--- config.mk ---
export PLATFORM = sky130hd
export DESIGN_NAME = fb_stream_to_vport
export DESIGN_NICKNAME = d
export VERILOG_FILES = /design/src/rtl/vport_pkg.sv /design/src/rtl/vport_fifo.sv /design/src/rtl/fb_stream_to_vport.sv
export SDC_FILE = /design/constraint.sdc
export NUM_CORES = 1
export LEC_CHECK = 0
export BUFFER_PORTS_ARGS = -buffer_cell sky130_fd_sc_hd__buf_4
export CAP_MARGIN = 20
export CELL_PAD_IN_SITES_DETAIL_PLACEMENT = 1
export CELL_PAD_IN_SITES_GLOBAL_PLACEMENT = 1
export CORE_ASPECT_RATIO = 0.8
export CORE_UTILIZATION = 50
export CTS_CLUSTER_DIAMETER = 100
export DETAILED_ROUTE_END_ITERATION = 6
export GPL_TIMING_DRIVEN = 0
export HOLD_SLACK_MARGIN = 0.06
export MAX_ROUTING_LAYER = met4
export PLACE_DENSITY = 0.78
export REMOVE_ABC_BUFFERS = 1
export SYNTH_ARGS = -nofsm -noshare
export SYNTH_HDL_FRONTEND = slang
export SYNTH_HIERARCHICAL = 1
export SYNTH_SLANG_ARGS = --single-unit
--- constraint.sdc ---
create_clock -name iCLK -period 5.4 [get_ports iCLK]
set_input_delay 1.62 -clock iCLK [delete_from_list [all_inputs] [get_ports iCLK]]
set_output_delay 1.62 -clock iCLK [all_outputs]
set_load 0.01 [all_outputs]
--- src/rtl/vport_pkg.sv ---
// vport_pkg: shared definitions for the pixel-stream-to-video-port stage.
//   - RGB555 field offsets within a stream word
//   - 5-to-8 bit colour expansion by bit replication
//   - FSM state encoding (SYNC waits for a frame start, RUN displays pixels)
package vport_pkg;

  localparam int C5_W  = 5;
  localparam int R_LSB = 10;
  localparam int G_LSB = 5;
  localparam int B_LSB = 0;

  typedef enum logic {
    SYNC = 1'b0,
    RUN  = 1'b1
  } vport_state_e;

  // Replicating the top bits fills the low end so that full scale maps to
  // full scale (5'h1F -> 8'hFF) and mid scale stays near mid (5'h10 -> 8'h84).
  function automatic logic [7:0] expand5(input logic [C5_W-1:0] c5);
    return {c5, c5[4:2]};
  endfunction

endpackage

--- src/rtl/vport_fifo.sv ---
// vport_fifo: synchronous show-ahead register FIFO.
//   clk, rst_n : clock, asynchronous active-low reset
//   push/wdata : write a word when push=1 and the FIFO is not full
//   pop        : drop the head word when pop=1 and the FIFO is not empty
//   head       : current head word, valid whenever empty=0 (no fall-through:
//                a word written this cycle is visible from the next cycle)
//   empty      : no words stored
//   count      : number of stored words, 0..DEPTH
module vport_fifo #(
  parameter int W     = 16,
  parameter int DEPTH = 16
) (
  input  logic                     clk,
  input  logic                     rst_n,
  input  logic                     push,
  input  logic [W-1:0]             wdata,
  input  logic                     pop,
  output logic [W-1:0]             head,
  output logic                     empty,
  output logic [$clog2(DEPTH):0]   count
);

  localparam int AW = $clog2(DEPTH);
  localparam int CW = AW + 1;
  localparam logic [CW-1:0] FULL_CNT = DEPTH[CW-1:0];

  logic [W-1:0]  mem [DEPTH];
  logic [AW-1:0] wr_ptr;
  logic [AW-1:0] rd_ptr;
  logic          do_push;
  logic          do_pop;

  assign empty   = (count == '0);
  assign do_push = push && (count != FULL_CNT);
  assign do_pop  = pop && !empty;
  assign head    = mem[rd_ptr];

  // Storage carries no reset: contents are meaningless until count says so.
  always_ff @(posedge clk) begin
    if (do_push) begin
      mem[wr_ptr] <= wdata;
    end
  end

  // DEPTH is a power of two, so the pointers wrap naturally.
  always_ff @(posedge clk or negedge rst_n) begin
    if (!rst_n) begin
      wr_ptr <= '0;
      rd_ptr <= '0;
      count  <= '0;
    end else begin
      if (do_push) wr_ptr <= wr_ptr + AW'(1);
      if (do_pop)  rd_ptr <= rd_ptr + AW'(1);
      case ({do_push, do_pop})
        2'b10:   count <= count + CW'(1);
        2'b01:   count <= count - CW'(1);
        default: count <= count;
      endcase
    end
  end

endmodule

--- src/rtl/fb_stream_to_vport.sv ---
// fb_stream_to_vport: converts the RGB555 pixel stream from the video arbiter
// into RGB888 + HS/VS/DE for the DVI serializer.
//   iCLK, iRESETn           : pixel clock, asynchronous active-low reset
//   iST_DATA/iST_DV/iST_START: input stream word, valid, first-pixel-of-frame
//   oST_READY               : stage accepts a word this cycle
//   oRED/oGRN/oBLU          : 8-bit colour, registered
//   oHS/oVS/oDE             : sync and data-enable, registered
//   oUNDERRUN               : sticky error (underrun / misaligned frame)
//   iCLR_UNDERRUN           : synchronous clear of oUNDERRUN (a new error wins)
//   oDBG_STATE              : current FSM state
//
// Handshake: a word transfers on a clock edge where iST_DV=1 and oST_READY=1;
// iST_DV=0 words are ignored, and oST_READY is a register that only promises
// room for one more word, so the FIFO can never overflow.
//
// Raster timing is free-running; the FSM only decides what colour to show.
// In SYNC it discards non-start words and waits for a start word at (0,0);
// in RUN any disagreement between the stream and the raster drops back to
// SYNC and flags oUNDERRUN, so the picture realigns at the next frame.
module fb_stream_to_vport
  import vport_pkg::*;
#(
  parameter int          H_ACTIVE     = 640,
  parameter int          H_FP         = 16,
  parameter int          H_SYNC       = 96,
  parameter int          H_BP         = 48,
  parameter int          V_ACTIVE     = 480,
  parameter int          V_FP         = 10,
  parameter int          V_SYNC       = 2,
  parameter int          V_BP         = 33,
  parameter bit          HS_POL       = 1'b0,
  parameter bit          VS_POL       = 1'b0,
  parameter int          FIFO_DEPTH   = 16,
  parameter logic [23:0] UNDERRUN_RGB = 24'h0000FF
) (
  input  logic         iCLK,
  input  logic         iRESETn,
  input  logic [14:0]  iST_DATA,
  input  logic         iST_DV,
  input  logic         iST_START,
  output logic         oST_READY,
  output logic [7:0]   oRED,
  output logic [7:0]   oGRN,
  output logic [7:0]   oBLU,
  output logic         oHS,
  output logic         oVS,
  output logic         oDE,
  output logic         oUNDERRUN,
  input  logic         iCLR_UNDERRUN,
  output vport_state_e oDBG_STATE
);

  localparam int H_TOTAL = H_ACTIVE + H_FP + H_SYNC + H_BP;
  localparam int V_TOTAL = V_ACTIVE + V_FP + V_SYNC + V_BP;
  localparam int HW      = $clog2(H_TOTAL);
  localparam int VW      = $clog2(V_TOTAL);
  localparam int CW      = $clog2(FIFO_DEPTH) + 1;

  localparam logic [HW-1:0] H_LAST   = HW'(H_TOTAL - 1);
  localparam logic [HW-1:0] H_DE_END = HW'(H_ACTIVE);
  localparam logic [HW-1:0] HS_BEG   = HW'(H_ACTIVE + H_FP);
  localparam logic [HW-1:0] HS_END   = HW'(H_ACTIVE + H_FP + H_SYNC);
  localparam logic [VW-1:0] V_LAST   = VW'(V_TOTAL - 1);
  localparam logic [VW-1:0] V_DE_END = VW'(V_ACTIVE);
  localparam logic [VW-1:0] VS_BEG   = VW'(V_ACTIVE + V_FP);
  localparam logic [VW-1:0] VS_END   = VW'(V_ACTIVE + V_FP + V_SYNC);

  logic [HW-1:0] hcnt;
  logic [VW-1:0] vcnt;
  logic          de_raw;
  logic          hs_raw;
  logic          vs_raw;
  logic          at_origin;

  vport_state_e  state;
  vport_state_e  state_next;

  logic          push;
  logic          pop;
  logic [15:0]   head;
  logic          head_start;
  logic [14:0]   head_pix;
  logic          fifo_empty;
  logic [CW-1:0] fifo_count;
  logic [CW-1:0] count_next;
  logic [23:0]   head_rgb;
  logic [23:0]   pix_rgb;
  logic          err;

  // ---------------------------------------------------------------- timing
  always_ff @(posedge iCLK or negedge iRESETn) begin
    if (!iRESETn) begin
      hcnt <= '0;
      vcnt <= '0;
    end else if (hcnt == H_LAST) begin
      hcnt <= '0;
      vcnt <= (vcnt == V_LAST) ? '0 : vcnt + VW'(1);
    end else begin
      hcnt <= hcnt + HW'(1);
    end
  end

  assign de_raw    = (hcnt < H_DE_END) && (vcnt < V_DE_END);
  assign hs_raw    = (hcnt >= HS_BEG) && (hcnt < HS_END);
  assign vs_raw    = (vcnt >= VS_BEG) && (vcnt < VS_END);
  assign at_origin = (hcnt == '0) && (vcnt == '0);

  // ------------------------------------------------------------------ FIFO
  assign push = iST_DV && oST_READY;

  vport_fifo #(
    .W     (16),
    .DEPTH (FIFO_DEPTH)
  ) u_fifo (
    .clk   (iCLK),
    .rst_n (iRESETn),
    .push  (push),
    .wdata ({iST_START, iST_DATA}),
    .pop   (pop),
    .head  (head),
    .empty (fifo_empty),
    .count (fifo_count)
  );

  assign head_start = head[15];
  assign head_pix   = head[14:0];
  assign head_rgb   = {expand5(head_pix[R_LSB +: C5_W]),
                       expand5(head_pix[G_LSB +: C5_W]),
                       expand5(head_pix[B_LSB +: C5_W])};

  // pop is only raised with the FIFO non-empty and push only with room,
  // so this matches the FIFO's own count update.
  assign count_next = fifo_count + CW'(push) - CW'(pop);

  // ------------------------------------------------------- FSM decisions
  always_comb begin
    pop        = 1'b0;
    pix_rgb    = 24'h0;
    err        = 1'b0;
    state_next = state;
    case (state)
      SYNC: begin
        if (!fifo_empty) begin
          if (!head_start) begin
            pop = 1'b1;                       // garbage ahead of a frame start
          end else if (at_origin) begin
            pop        = 1'b1;
            pix_rgb    = head_rgb;
            state_next = RUN;
          end
        end
      end
      RUN: begin
        if (de_raw) begin
          if (fifo_empty) begin
            pix_rgb    = UNDERRUN_RGB;
            err        = 1'b1;
            state_next = SYNC;
          end else if (head_start != at_origin) begin
            // Early start is kept for the next frame; a missing start is
            // left for SYNC to discard.
            err        = 1'b1;
            state_next = SYNC;
          end else begin
            pop     = 1'b1;
            pix_rgb = head_rgb;
          end
        end
      end
      default: state_next = SYNC;
    endcase
  end

  // ---------------------------------------------- state and output regs
  always_ff @(posedge iCLK or negedge iRESETn) begin
    if (!iRESETn) begin
      state     <= SYNC;
      oRED      <= 8'h0;
      oGRN      <= 8'h0;
      oBLU      <= 8'h0;
      oDE       <= 1'b0;
      oHS       <= ~HS_POL;
      oVS       <= ~VS_POL;
      oST_READY <= 1'b0;
      oUNDERRUN <= 1'b0;
    end else begin
      state              <= state_next;
      {oRED, oGRN, oBLU} <= de_raw ? pix_rgb : 24'h0;
      oDE                <= de_raw;
      oHS                <= hs_raw ? HS_POL : ~HS_POL;
      oVS                <= vs_raw ? VS_POL : ~VS_POL;
      oST_READY          <= (count_next < CW'(FIFO_DEPTH));
      if (err) begin
        oUNDERRUN <= 1'b1;
      end else if (iCLR_UNDERRUN) begin
        oUNDERRUN <= 1'b0;
      end
    end
  end

  assign oDBG_STATE = state;

endmodule
======== Word-level counts from Yosys, hierarchy flattened ========
Memory sizes are Yosys's and may differ from the RTL's.
Index checks and enable logic that the tools add are counted.
word-level totals
  logic and storage cells ................. 81
  bits in writable memories ............... 256
  register bits after elaboration ......... 63
  input bits .............................. 20
  memories kept ........................... 1
operators by class
  bitwise operators ....................... 1
  add/subtract/negate cells ............... 8
  mux-type cells .......................... 31
  reduce and logical (&&, ||, !) cells .... 13
  $lt $le $gt $ge ......................... 7
  eq/ne operators ......................... 6
memory list
  name        words  bits a word  rd ports  clocked after Yosys merged registers in  wr ports  RTL line          source
  u_fifo.mem  16     16           1         0                                        1         vport_fifo.sv:27  logic [W-1:0] mem [DEPTH];
operators by type and width
  operator                 count
  $mux W24                 6
  $pmux W24 S2             1
  $add A10 B1 Y10 const B  2
  $eq A10 B10 Y1 const B   2
  $logic_not A10 Y1        2
  $lt A10 B10 Y1 const B   2
  $lt A10 B9 Y1 const B    2
  $mux W10                 2
  $mux W1                  19
  $ge A10 B10 Y1 const B   1
  $ge A10 B9 Y1 const B    1
  $pmux W5 S2              1
  $add A4 B1 Y4 const B    2
  $logic_and A1 B1 Y1      7
  $add A5 B1 Y5            1
  $add A5 B1 Y5 const B    1
  $logic_not A5 Y1         1
  $lt A5 B5 Y1 const B     1
  $ne A5 B5 Y1 const B     1
  $sub A5 B1 Y5            1
  $sub A5 B1 Y5 const B    1
  $pmux W1 S2              2
  $reduce_bool A2 Y1       2
  $eq A2 B1 Y1 const B     1
  other kinds (4)          4

======== Logic depth before layout (Yosys ltp) ========
Gate-level depths: netlist of the first run.
  depth in word-level cells ............... 10
  gate-level depth with buffers ........... 20

======== By module ========
Netlist of the first run, hierarchy kept.
modules (own cells, without submodules)
  module              area each (µm²)  instances  cells each  sequential area each (µm²)
  vport_fifo          10635.2          1          549         8012.7
  fb_stream_to_vport  2173.3           1          216         1028.5

======== Worst setup path after synthesis of the first run ========
No wires, ideal clock.
  path kind ............................... flip-flop to flip-flop
  start point ............................. register u_fifo.rd_ptr[0]
  end point ............................... register u_fifo.count[4]
  buffers on the path ..................... 3
  data arrival time ....................... 4087 ps
  clock period less this slack ............ 4167 ps
  cell stages (with the launch flop) ...... 19
  setup slack ............................. 1233 ps
  cells stage by stage .................... dfrtp_1 > buf_4 > buf_4 > mux4_2 > a22oi_1 > nand2_1 > ha_1 > o21a_1 > nor4_1 > buf_2 > nand2_1 > o31ai_1 > o21a_4 > ha_1 > ha_1 > a21o_1 > a21oi_1 > mux2i_1 > xnor2_1
on the way
  longest elaborated chain between the ends .. 9
  elaborated cells on any way between the ends .. 13
  those cells by class .................... eq/ne (3); mux (7); reduce/logical (2); memory (1)
RTL lines
  what                                               RTL line                   source
  start: declaration                                 vport_fifo.sv:29           logic [AW-1:0] rd_ptr;
  start signal: assignment                           vport_fifo.sv:53           if (do_pop) rd_ptr <= rd_ptr + AW'(1);
  $mem_v2 Z16 W16 (*)                                --
  named net head[15]                                 fb_stream_to_vport.sv:80   logic [15:0] head;
  $ne A1 B1 Y1                                       fb_stream_to_vport.sv:159  end else if (head_start != at_origin) begin
  $mux W1                                            fb_stream_to_vport.sv:159
  $mux W1                                            fb_stream_to_vport.sv:155  if (fifo_empty) begin
  $mux W1                                            fb_stream_to_vport.sv:154  if (de_raw) begin
  $pmux W1 S2 (*)                                    fb_stream_to_vport.sv:141  case (state)
  named net pop                                      fb_stream_to_vport.sv:79   logic pop;
  $logic_and A1 B1 Y1 (*)                            vport_fifo.sv:35           assign do_pop = pop && !empty;
  named net u_fifo.do_pop                            vport_fifo.sv:31           logic do_pop;
  $eq A2 B1 Y1 or $eq A2 B2 Y1 (tied branches)       vport_fifo.sv:54           case ({do_push, do_pop})
  $pmux W5 S2 or $reduce_bool A2 Y1 (tied branches)  --
  end signal: assignment                             vport_fifo.sv:55           2'b10: count <= count + CW'(1);
  end signal: assignment                             vport_fifo.sv:56           2'b01: count <= count - CW'(1);
  end signal: assignment                             vport_fifo.sv:57           default: count <= count;
  end: declaration                                   vport_fifo.sv:20           output logic [$clog2(DEPTH):0] count
Mark *: on every way through the listed nets, which the timed path passes. The rest lies on a longest branch.
A chain may end at the register's enable or synchronous reset.

======== Final worst setup path of the first run ========
  start point ............................. register u_fifo.rd_ptr[1]
  end point ............................... register u_fifo.count[4]
Same word-level chain as after synthesis.

==> summary.txt, run 1 <==
Outcome
  – Status: complete, no violations

Setup path
  – Worst EP required: 5.88 ns
  – Critical path arrival: between 5 and 6 ns
  – RR Startpoint: u_fifo/rd_ptr[1]
  – RR Endpoint: u_fifo/count[4]
  – Register-to-register path setup slack: 0.22 ns
  – Cell at the slowest stage of the critical path: dfrtp_4
  – CP Launch Type: register
  – Crit path depth: 18
  – Worst Setup End Kind: register
  – Setup CP Type: reg -> reg
  – Crit-path cells: buf_16, and2_4, a221oi_1, a22oi_1, nand2_1, ha_1, o21a_1, nor4_2, buf_4, nand2_1, o31ai_1, o21a_4, ha_1, ha_1, a21o_1, a21oi_1, mux2i_1, xnor2_1
  – Buf/Inv on CP: 2
  – Crit path top cell by count: ha_1
  – Crit path max fanout: 21
  – Cells on worst reg2reg path: 18
  – Slowest stage delay, CP: around 0.63 ns
  – Top cell family by delay on the critical path: compound AO/OA/AOI/OAI gates

Placement
  – Post-Place Cells: 1109
  – HPWL Detailed: roughly 19 mm
  – Dpl cell area: between 10000 and 15000 µm²
  – IO Port Bufs: 49
  – GP Congestion: a little over 0.8

Cells and area
  – Area grow syn2layout: 16.4%
  – Fin util: 60.2%
  – Fin cells: roughly 1200
  – Layout cells sized above 1: 24.9%
  – Finished Cell Area: around 15000 µm²
  – Antenna Cells: 0
  – Fillcell total: about 2200
  – Footprint of the multi-input gates: 3460 µm²
  – Nets@finish: 878
  – FF+latch area: about 9100 µm²

Run
  – Max cap viols: 0

Floorplan
  – Total I/O pin count: 50
  – CORE AREA: roughly 25000 µm²
  – Die W: 181 µm
  – # rows: 51
  – Starting Density: 51.7%
  – Die footprint: 26300 µm²
  – Die Y: around 150 µm

Hold path
  – Hold path startpoint: hcnt[0]
  – Hold Path Class: reg -> reg
  – Hold Path Depth: 1
  – Hold Path End: hcnt[0]

Power
  – P_int: 5.09 mW
  – P_leak: 5.45 nW
  – NetSw: around 2.4 mW
  – Pwr Total: ~7.5 mW
  – Comb power frac: 31.5%
  – Switching Share: 31.9%
  – Maximum VDD drop: 0.260 mV
  – Power share of the clock group: 28.4%
  – Pwr dens: 501 nW/µm²
  – Flop pwr share: between 40% and 50%

Timing
  – Slew Limit Headroom: 35.9%
  – Post-route clock period utilization: 95.9%
  – Least-Margin Pin Slew: 0.958 ns
  – Max-slew violations: 0
  – Clk_skew: 0.0148 ns
  – # setup viols final: 0
  – Max Clk Rate: 193 MHz
  – Endpoints failing hold: 0
  – Period minus WS final: 5.18 ns
  – Unrepaired setup endpoints after global routing: no

Clocking
  – Clk slew on worst S/H paths: about 0.06 ns
  – CTS Buffer Depth: 3
  – CTS root buf: clkbuf_16
  – CTS Hold Bufs: 0
  – CTS tree: built
  – Clock buffer count from CTS: 30
  – Clock latency on the worst-skew pair: approximately 0.56 ns
  – H-Tree Depth: 1
  – Clock sink total: 310

Synthesis
  – EDFF count, synth: 256
  – Syn_area_per_cell: 16.7 µm²
  – Synth Instances: 765
  – Synth Flop Type: edfxtp_1
  – Cell with the most instances after synthesis: edfxtp_1
  – Post-synthesis cell type count: 56
  – Ranking of synthesized cells by area: edfxtp_1, dfrtp_1, mux4_2
  – Post-synth top cells: edfxtp_1, mux2i_1, dfrtp_1
  – Yosys top cell area share: 60.0%
  – Post-synth top area cell: edfxtp_1
  – Ys Warns: 6
  – #FFs+latches synth: 310
  – Ys async rst share: 17.4%
  – Area of the mapped netlist: 12800 µm²
  – Sequential cell area fraction in the yosys report: a little over two thirds

Global routing
  – Largest net degree at the start of global routing: 55
  – Vias in the first global route: 7788
  – Global Route Usage Sum: roughly a quarter
  – Antenna violations before repair: 0
  – Global-route wire length before repair: 48.4 mm
  – Grt total ovfl: 0

Drt
  – Routed vias/inst: 6.17
  – Drt total wl: 32.2 mm
  – Pre-antenna DRT Iters: 5
  – DR DRC count: 0
  – Via count: 7281
  – 1st-iter DRT viols: slightly above 500
  – DRT antenna net count: 0
  – Average wire per standard cell: 27.3 µm
## flip-flops by register name, indices dropped and copies added, names as in the netlist
| register | cells |
|---|---|
| u_fifo/wr_ptr | 4 |
| oRED | 5 |
| oUNDERRUN | 1 |
| oST_READY | 1 |
| u_fifo/count | 5 |
| u_fifo/mem | 256 |
| oBLU | 5 |
| oHS | 1 |
| oVS | 1 |
| vcnt | 10 |
| oGRN | 5 |
| u_fifo/rd_ptr | 4 |
| oDBG_STATE | 1 |
| hcnt | 10 |
| oDE | 1 |
## cell type report
class	instances	area share, %
multi-input combinational	389	23.2
clock buffer	41	5.52
timing repair buffer	87	6.21
tap	318	2.67
sequential	310	60.7
inverter	20	0.529
clock inverter	15	1.14
## layer usage
metal,part of all wire (%),track usage (%)
met1,42,33.3
met2,50,42.0
met3,5.2,3.59
met4,2.7,8.18
met5,0,-
## power groups by stage
stage / combinational, mW / clock (mW) / sequential [mW]
after global placement: 1.82 / 0 / 3.23
after floorplan: 1.42 / 0 / 3.09
final: 2.35 / 2.12 / 3.00
after detailed placement: 2.12 / 0 / 3.06
after CTS: 2.24 / 2.16 / 3.02
after global routing: 2.52 / 2.24 / 3.01
## stage by stage
stage | hold WS [ns] | setup TNS, ns | setup WS (ns)
finish | 0.513 | 0 | 0.221
global route | 0.563 | 0 | 0.0192
CTS | 0.512 | 0 | 0.00825
detailed placement | 0.502 | -0.508 | -0.304
global placement | 0.484 | -96.12 | -5.39
floorplan | 0.469 | -23.22 | -2.13
## how the worst max path moves through the flow
| stage | startpoint | endpoint | slack [ns] |
|---|---|---|---|
| after floorplan | u_fifo/rd_ptr[0] | u_fifo/count[4] | -2.13 |
| after global placement | u_fifo/rd_ptr[0] | u_fifo/count[4] | -5.39 |
| after detailed placement | u_fifo/rd_ptr[2] | u_fifo/count[4] | -0.30 |
| after CTS | u_fifo/rd_ptr[0] | u_fifo/count[4] | 0.008 |
| after global routing | u_fifo/rd_ptr[0] | u_fifo/count[4] | 0.02 |
| final | u_fifo/rd_ptr[1] | u_fifo/count[4] | 0.22 |
## cells by family (layout without fill, tap and decap cells)
logic type      Yosys count  after routing  share of synthesized area [%]
mux                      99             99                           10.9
simple gates            142            144                           6.12
fa+ha+maj                20             20                           2.01
flops                   310            310                           70.6
compound gates          104            104                           5.83
buf+inv                  68            163                           3.03
xor+xnor                 22             22                           1.50
## placed cells by master (no fill, tap or decap), types with 7 or more instances in the layout
master / n
nand3_1: 13
buf_8: 8
mux2i_1: 65
clkinv_2: 7
xnor2_1: 14
o21ai_0: 28
buf_16: 7
ha_1: 19
inv_1: 19
a221oi_1: 32
clkbuf_16: 31
nor2_2: 21
dfrtp_1: 48
nand2_1: 48
clkbuf_1: 9
a21oi_1: 8
nor2_1: 8
buf_4: 64
mux4_2: 32
xor2_1: 8
edfxtp_1: 256
a22oi_1: 21
## repair_timing
item                                    CTS  global route
resized for setup                         4             1
buffers inserted                          0            11
cloned                                    3             1
endpoints found under the setup margin    4             2
Note: power is estimated with default switching activity, not from simulation.
==> run 2: changes to the inputs <==
--- a/config.mk
+++ b/config.mk
@@ -9,7 +9,6 @@
 export CAP_MARGIN = 20
 export CELL_PAD_IN_SITES_DETAIL_PLACEMENT = 1
 export CELL_PAD_IN_SITES_GLOBAL_PLACEMENT = 1
-export CORE_ASPECT_RATIO = 0.8
 export CORE_UTILIZATION = 50
 export CTS_CLUSTER_DIAMETER = 100
 export DETAILED_ROUTE_END_ITERATION = 6
==> constraint.sdc (replaced) <==
create_clock -name iCLK -period 5.25 [get_ports iCLK]
set_input_delay 1.575 -clock iCLK [delete_from_list [all_inputs] [get_ports iCLK]]
set_output_delay 1.575 -clock iCLK [all_outputs]
set_load 0.01 [all_outputs]
==> summary.txt, run 2 (synthesis gave the netlist of run 1 again) <==
Power
  – Maximum VDD drop: 0.298 mV (+14%)
  – P_leak: 5.33 nW (-2.2%)
  – Pwr Total: 7.35 mW (-1.6%)
  – Pwr dens: 499 nW/µm² (-0.38%)

Timing
  – Post-route clock period utilization: 94.3% (-1.6 points)
  – Max Clk Rate: 202 MHz (+4.6%)
  – Slew Limit Headroom: 29.2% (-6.7 points)
  – Period minus WS final: 4.95 ns (-0.230 ns)
  – Final setup margin: 0.301 ns (+0.0796 ns)
  – Least-Margin Pin Slew: 1.06 ns (+0.101 ns)
  – Endpoints failing hold: 0 (unchanged)
  – # setup viols final: 0 (unchanged)
  – Clk_skew: 0.0117 ns (-0.00307 ns)
  – Unrepaired setup endpoints after global routing: no
  – Max-slew violations: 0 (unchanged)

Drt
  – Routed vias/inst: 6.02 (-2.5%)
  – 1st-iter DRT viols: 566 (+9.9%)
  – Average wire per standard cell: 25.9 µm (-4.9%)
  – DRT antenna net count: 0 (unchanged)
  – Drt total wl: 30.7 mm (-4.4%)
  – Via count: 7134 (-2.0%)
  – DR DRC count: 0 (unchanged)
  – Pre-antenna DRT Iters: 5 (unchanged)

Clocking
  – CTS root buf: clkbuf_16
  – CTS Buffer Depth: 3 (unchanged)
  – Clock latency on the worst-skew pair: 0.56 ns (about the same)
  – Clock buffer count from CTS: 31 (+3.3%)
  – CTS Hold Bufs: 0 (unchanged)
  – H-Tree Depth: 1 (unchanged)
  – Clk slew on worst S/H paths: 0.06 ns (about the same)
  – Clock sink total: 310 (unchanged)
  – CTS tree: built

Cells and area
  – Layout cells sized above 1: 23.7% (-1.2 points)
  – Commonest non-fill, non-tap cell in the layout: edfxtp_1
  – Most flops, register: u_fifo/mem
  – Finished Cell Area: 14700 µm² (-1.2%)
  – Footprint of the multi-input gates: 3460 µm² (unchanged)
  – Largest registers: u_fifo/mem (256), hcnt (10), vcnt (10)
  – Fillcell total: 2254 (+2.2%)
  – Max FFs per register: 256 (unchanged)
  – Area grow syn2layout: 15.0%
  – Nets@finish: 872 (-0.68%)
  – FF+latch area: 9050 µm² (about the same)
  – Commonest non-fill, non-tap cells in the layout: edfxtp_1, mux2i_1, buf_4

Global routing
  – Grt total ovfl: 0 (unchanged)
  – Largest net degree at the start of global routing: 55 (unchanged)
  – Global Route Usage Sum: 24.9% (-0.69 points)
  – Global-route wire length before repair: 46.5 mm (-3.9%)
  – Antenna violations before repair: 1 (+1)
  – Vias in the first global route: 7681 (-1.4%)

Setup path
  – CP Launch Type: register
  – Setup CP Type: reg -> reg
  – Crit path max fanout: 26 (+24%)
  – Worst Setup End Kind: register
  – Worst EP required: 5.71 ns (-0.17 ns)
  – Critical path arrival: 5.41 ns (-0.25 ns)

Floorplan
  – Die Y: 162 µm (+12%)
  – Total I/O pin count: 50 (unchanged)
  – Die W: 162 µm (-10%)
  – Starting Density: 50.9% (-0.87 points)
  – CORE AREA: 25200 µm² (+1.7%)
  – # rows: 58 (+14%)
  – Die footprint: 26300 µm² (about the same)

Outcome
  – Status: complete, no violations

Placement
  – GP Congestion: 0.799 (-1.8%)
  – IO Port Bufs: 49 (unchanged)
  – HPWL Detailed: 19.3 mm (+1.4%)
  – Setup Slack @ Placement: -0.438 ns (-0.134 ns)
  – Dpl cell area: 13700 µm² (about the same)

Hold path
  – Hold Path Class: reg -> reg

Run
  – Max cap viols: 0 (unchanged)
-- run 2: cell count changes in the layout (fill, tap and decap cells not counted), sizes merged --
| cell | previous run | this run |
|---|---|---|
| buf | 85 | 80 |
| bufbuf | 2 | 0 |
| bufinv | 4 | 0 |
| clkbuf | 41 | 45 |
| clkinv | 11 | 9 |
| clkinvlp | 1 | 2 |
| diode | 0 | 1 |
| inv | 19 | 20 |
-- run 2: through the flow --
stage	TNS, ns	util, %	hold WS, ns	cells
final	0	58.5	0.516	1186
after global routing	0	58.5	0.550	1186
after CTS	0	58.3	0.521	1178
after detailed placement	-0.795	54.6	0.514	1121
after global placement	-111.03	52.7	0.487	1096
after floorplan	-26.22	-	0.469	717
-- run 2: worst max-delay path, stage by stage (launching register included) --
cell and delay [ns]:
dfrtp_2 0.64, buf_12 0.27, and2_4 0.35, a221oi_1 0.17, a22oi_1 0.25, nand2_1 0.22, ha_1 0.37, o21a_1 0.22
nor4_2 0.46, nand2_1 0.10, o31ai_1 0.15, o21a_4 0.25, ha_1 0.30, ha_1 0.33, a21o_1 0.18, a21oi_1 0.18
mux2i_1 0.24, xnor2_1 0.15
-- run 2: repair_timing --
action                     in CTS  in global routing
gates resized for setup         3                  1
cloned                          1                  1
setup endpoints to repair       4                  2
buffers inserted                0                  6
hold endpoints to repair        0                  0
-- run 2: path summary, 6_finish.rpt --
kind,startpoint,endpoint,slack [ns],cells past startpoint
max in group asynchronous,iRESETn,u_fifo/rd_ptr[0],3.57,1
worst min register to register,hcnt[0],hcnt[0],0.52,1
worst max-delay path,u_fifo/rd_ptr[1],u_fifo/count[4],0.30,17
worst max register to register,u_fifo/rd_ptr[1],u_fifo/count[4],0.30,17
worst min-delay path,hcnt[0],hcnt[0],0.52,1
min in group asynchronous,iRESETn,oRED[4],1.10,1
-- run 2: report_power, final --
part / internal [mW] / switching (mW) / leakage, nW / total [mW]
sequential: 2.86 / 0.244 / 3.00 / 3.10
clock: 1.12 / 0.872 / 0.440 / 1.99
combinational: 0.998 / 1.26 / 1.89 / 2.26
-- run 2: layout make-up --
class	instances	share of cell area (%)
clock inverters	11	0.357
diodes	1	0.0170
inverters	20	0.535
flip-flops and latches	310	61.4
well taps	330	2.80
repair buffers	80	5.54
clock buffers	45	5.83
multi-input cells	389	23.5
-- run 2: metal layers --
metal / routed length, µm / GRT usage, % / vias to the layer above / share of wire (%)
met5: 0 / - / - / 0
met4: 852 / 7.03 / 0 / 2.8
met3: 1640 / 4.14 / 62 / 5.3
met2: 15500 / 41.5 / 238 / 50
met1: 12800 / 31.7 / 3722 / 42
li1: - / - / 3112 / -
==> run 3: changes to the inputs <==
--- a/config.mk
+++ b/config.mk
@@ -7,7 +7,7 @@
 export LEC_CHECK = 0
 export BUFFER_PORTS_ARGS = -buffer_cell sky130_fd_sc_hd__buf_4
 export CAP_MARGIN = 20
-export CELL_PAD_IN_SITES_DETAIL_PLACEMENT = 1
+export CELL_PAD_IN_SITES_DETAIL_PLACEMENT = 0
 export CELL_PAD_IN_SITES_GLOBAL_PLACEMENT = 1
 export CORE_UTILIZATION = 50
 export CTS_CLUSTER_DIAMETER = 100
==> summary.txt, run 3 (synthesis gave the netlist of run 1 again) <==
Timing
  – Clk_skew: 0.0139 ns (+0.00218 ns)
  – Slew Limit Headroom: 34.0% (+4.9 points)
  – Max-slew violations: 0 (unchanged)
  – Unrepaired setup endpoints after global routing: no
  – Post-route clock period utilization: 93.1% (-1.2 points)
  – TNS Setup: 0 ns (unchanged)
  – Least-Margin Pin Slew: 0.986 ns (-0.0726 ns)
  – Max Clk Rate: 205 MHz (+1.3%)
  – Period minus WS final: 4.89 ns (-0.0633 ns)
  – # setup viols final: 0 (unchanged)
  – Endpoints failing hold: 0 (unchanged)

Power
  – P_leak: 5.38 nW (+0.83%)
  – P_int: 5.14 mW (+3.2%)
  – Switching Share: 30.7% (-1.7 points)
  – Maximum VDD drop: 0.328 mV (+10%)
  – Power share of the clock group: 29.9% (+2.8 points)
  – Pwr dens: 500 nW/µm² (+0.12%)
  – Pwr Total: 7.41 mW (+0.71%)
  – Comb power frac: 28.4% (-2.3 points)
  – NetSw: 2.27 mW (-4.4%)
  – Flop pwr share: 41.7% (-0.5 points)

Setup path
  – Top cell family by delay on the critical path: compound AO/OA/AOI/OAI gates
  – CP Launch Type: register
  – Worst Setup SP: u_fifo/rd_ptr[3]
  – Worst EP required: 5.73 ns (+0.02 ns)
  – Cell at the slowest stage of the critical path: dfrtp_2
  – Crit-path cells: inv_1, a221oi_1, a22oi_1, nand2_1, ha_1, o21a_1, nor4_2, nand2_1, o31ai_1, o21a_4, ha_1, ha_1, a21o_1, a21oi_1, mux2i_1, xnor2_1
  – RR Endpoint: u_fifo/count[4]
  – Critical path arrival: 5.37 ns (-0.04 ns)
  – Crit path top cell by count: ha_1
  – Setup CP Type: reg -> reg
  – Buf/Inv on CP: 1 (unchanged)
  – Slowest stage delay, CP: 0.71 ns (+0.07 ns)
  – RR Startpoint: u_fifo/rd_ptr[3]
  – Worst Setup End Kind: register
  – Crit path max fanout: 18 (-31%)
  – Register-to-register path setup slack: 0.36 ns (+0.06 ns)
  – Cells on worst reg2reg path: 16 (-1)

Cells and area
  – Antenna Cells: 0 (-1)
  – Commonest non-fill, non-tap cells in the layout: edfxtp_1, mux2i_1, buf_4
  – Layout cells sized above 1: 24.0% (+0.23 points)
  – Largest registers: u_fifo/mem (256), hcnt (10), vcnt (10)
  – Commonest non-fill, non-tap cell in the layout: edfxtp_1
  – Most flops, register: u_fifo/mem
  – Max FFs per register: 256 (unchanged)
  – Nets@finish: 866 (-0.69%)
  – Area grow syn2layout: 15.7%
  – Fin util: 58.8% (+0.35 points)

Hold path
  – Hold Path Depth: 1 (unchanged)
  – Hold Path End: hcnt[0]
  – Hold path startpoint: hcnt[0]
  – Hold Path Class: reg -> reg

Floorplan
  – Starting Density: 50.9% (unchanged)
  – Die W: 162 µm (unchanged)
  – # rows: 58 (unchanged)
  – CORE AREA: 25200 µm² (unchanged)
  – Total I/O pin count: 50 (unchanged)
  – Die footprint: 26300 µm² (unchanged)
  – Die Y: 162 µm (unchanged)

Global routing
  – Global-route wire length before repair: 40.8 mm (-12%)
  – Grt total ovfl: 0 (unchanged)
  – Global Route Usage Sum: 21.8% (-3.1 points)
  – Largest net degree at the start of global routing: 55 (unchanged)
  – Vias in the first global route: 7084 (-7.8%)
  – Antenna violations before repair: 0 (-1)

Outcome
  – Status: complete, no violations

Drt
  – Average wire per standard cell: 22.7 µm (-13%)
  – Pre-antenna DRT Iters: 7 (+2)
  – 1st-iter DRT viols: 674 (+19%)
  – DR DRC count: 0 (unchanged)
  – Drt total wl: 26.8 mm (-13%)
  – Via count: 6883 (-3.5%)
  – Routed vias/inst: 5.83 (-3.1%)
  – DRT antenna net count: 0 (unchanged)

Clocking
  – Clock buffer count from CTS: 31 (unchanged)
  – Clock sink total: 310 (unchanged)
  – CTS tree: built
  – Post-CTS Setup Repair Bufs: 0 (unchanged)
  – H-Tree Depth: 1 (unchanged)
  – CTS root buf: clkbuf_16
  – Clk slew on worst S/H paths: 0.06 ns (about the same)
  – Clock latency on the worst-skew pair: 0.57 ns (about the same)
  – CTS Buffer Depth: 3 (unchanged)

Run
  – Max cap viols: 0 (unchanged)

Placement
  – HPWL Detailed: 16.6 mm (-14%)
  – GP Congestion: 0.799 (unchanged)
  – IO Port Bufs: 49 (unchanged)
## run 3: power by group through the flow
stage | Combinational [mW] | Sequential [mW] | Clock, mW
floorplan | 1.47 | 3.18 | 0
global placement | 1.85 | 3.32 | 0
detailed placement | 2.09 | 3.14 | 0
CTS | 2.10 | 3.09 | 2.25
global route | 2.29 | 3.11 | 2.35
finish | 2.10 | 3.09 | 2.21
## run 3: layer usage
layer	wire (µm)	part of all wire (%)	GRT usage, %	up-vias
met2	13000	48	35.2	227
met3	1430	5.3	2.66	51
met5	0	0	-	-
met1	11600	43	29.1	3504
li1	-	-	-	3101
met4	793	3.0	6.99	0
## run 3: worst register-to-register path: stages (launching register included)
cell and delay [ns]:
dfrtp_2 0.71, inv_1 0.56, a221oi_1 0.44, a22oi_1 0.12, nand2_1 0.23, ha_1 0.29
o21a_1 0.22, nor4_2 0.41, nand2_1 0.10, o31ai_1 0.15, o21a_4 0.24, ha_1 0.29
ha_1 0.32, a21o_1 0.17, a21oi_1 0.16, mux2i_1 0.25, xnor2_1 0.14
## run 3: final cells by class
class | instances | area (µm²)
flip-flops and latches | 310 | 9050
inverters | 20 | 75.1
fillers | 1848 | 10400
multi-input cells | 389 | 3460
repair buffers | 74 | 771
clock inverters | 16 | 176
clock buffers | 42 | 873
well taps | 330 | 413
## run 3: worst max-delay path by stage
stage	to	slack, ns	cells past startpoint
floorplan	u_fifo/count[4]	-2.28	15
global placement	u_fifo/count[4]	-5.53	15
detailed placement	u_fifo/count[4]	-0.28	16
CTS	u_fifo/count[4]	0.31	17
global route	u_fifo/count[4]	0.02	16
finish	u_fifo/count[4]	0.36	16
## run 3: per-stage QoR
step | hold slack [ns] | area [µm²] | std cells | worst slack (ns)
2_1_floorplan | 0.469 | 12500 | 717 | -2.28
3_3_place_gp | 0.487 | 13300 | 1096 | -5.53
3_5_place_dp | 0.522 | 13700 | 1121 | -0.282
4_1_cts | 0.526 | 14800 | 1180 | 0.306
5_1_grt | 0.562 | 14800 | 1181 | 0.0208
6_report | 0.521 | 14800 | 1181 | 0.364
## run 3: timing repair
item,in CTS,in global routing
cloned,1,1
gates resized for setup,3,0
endpoints found under the setup margin,3,1
hold buffers,0,0
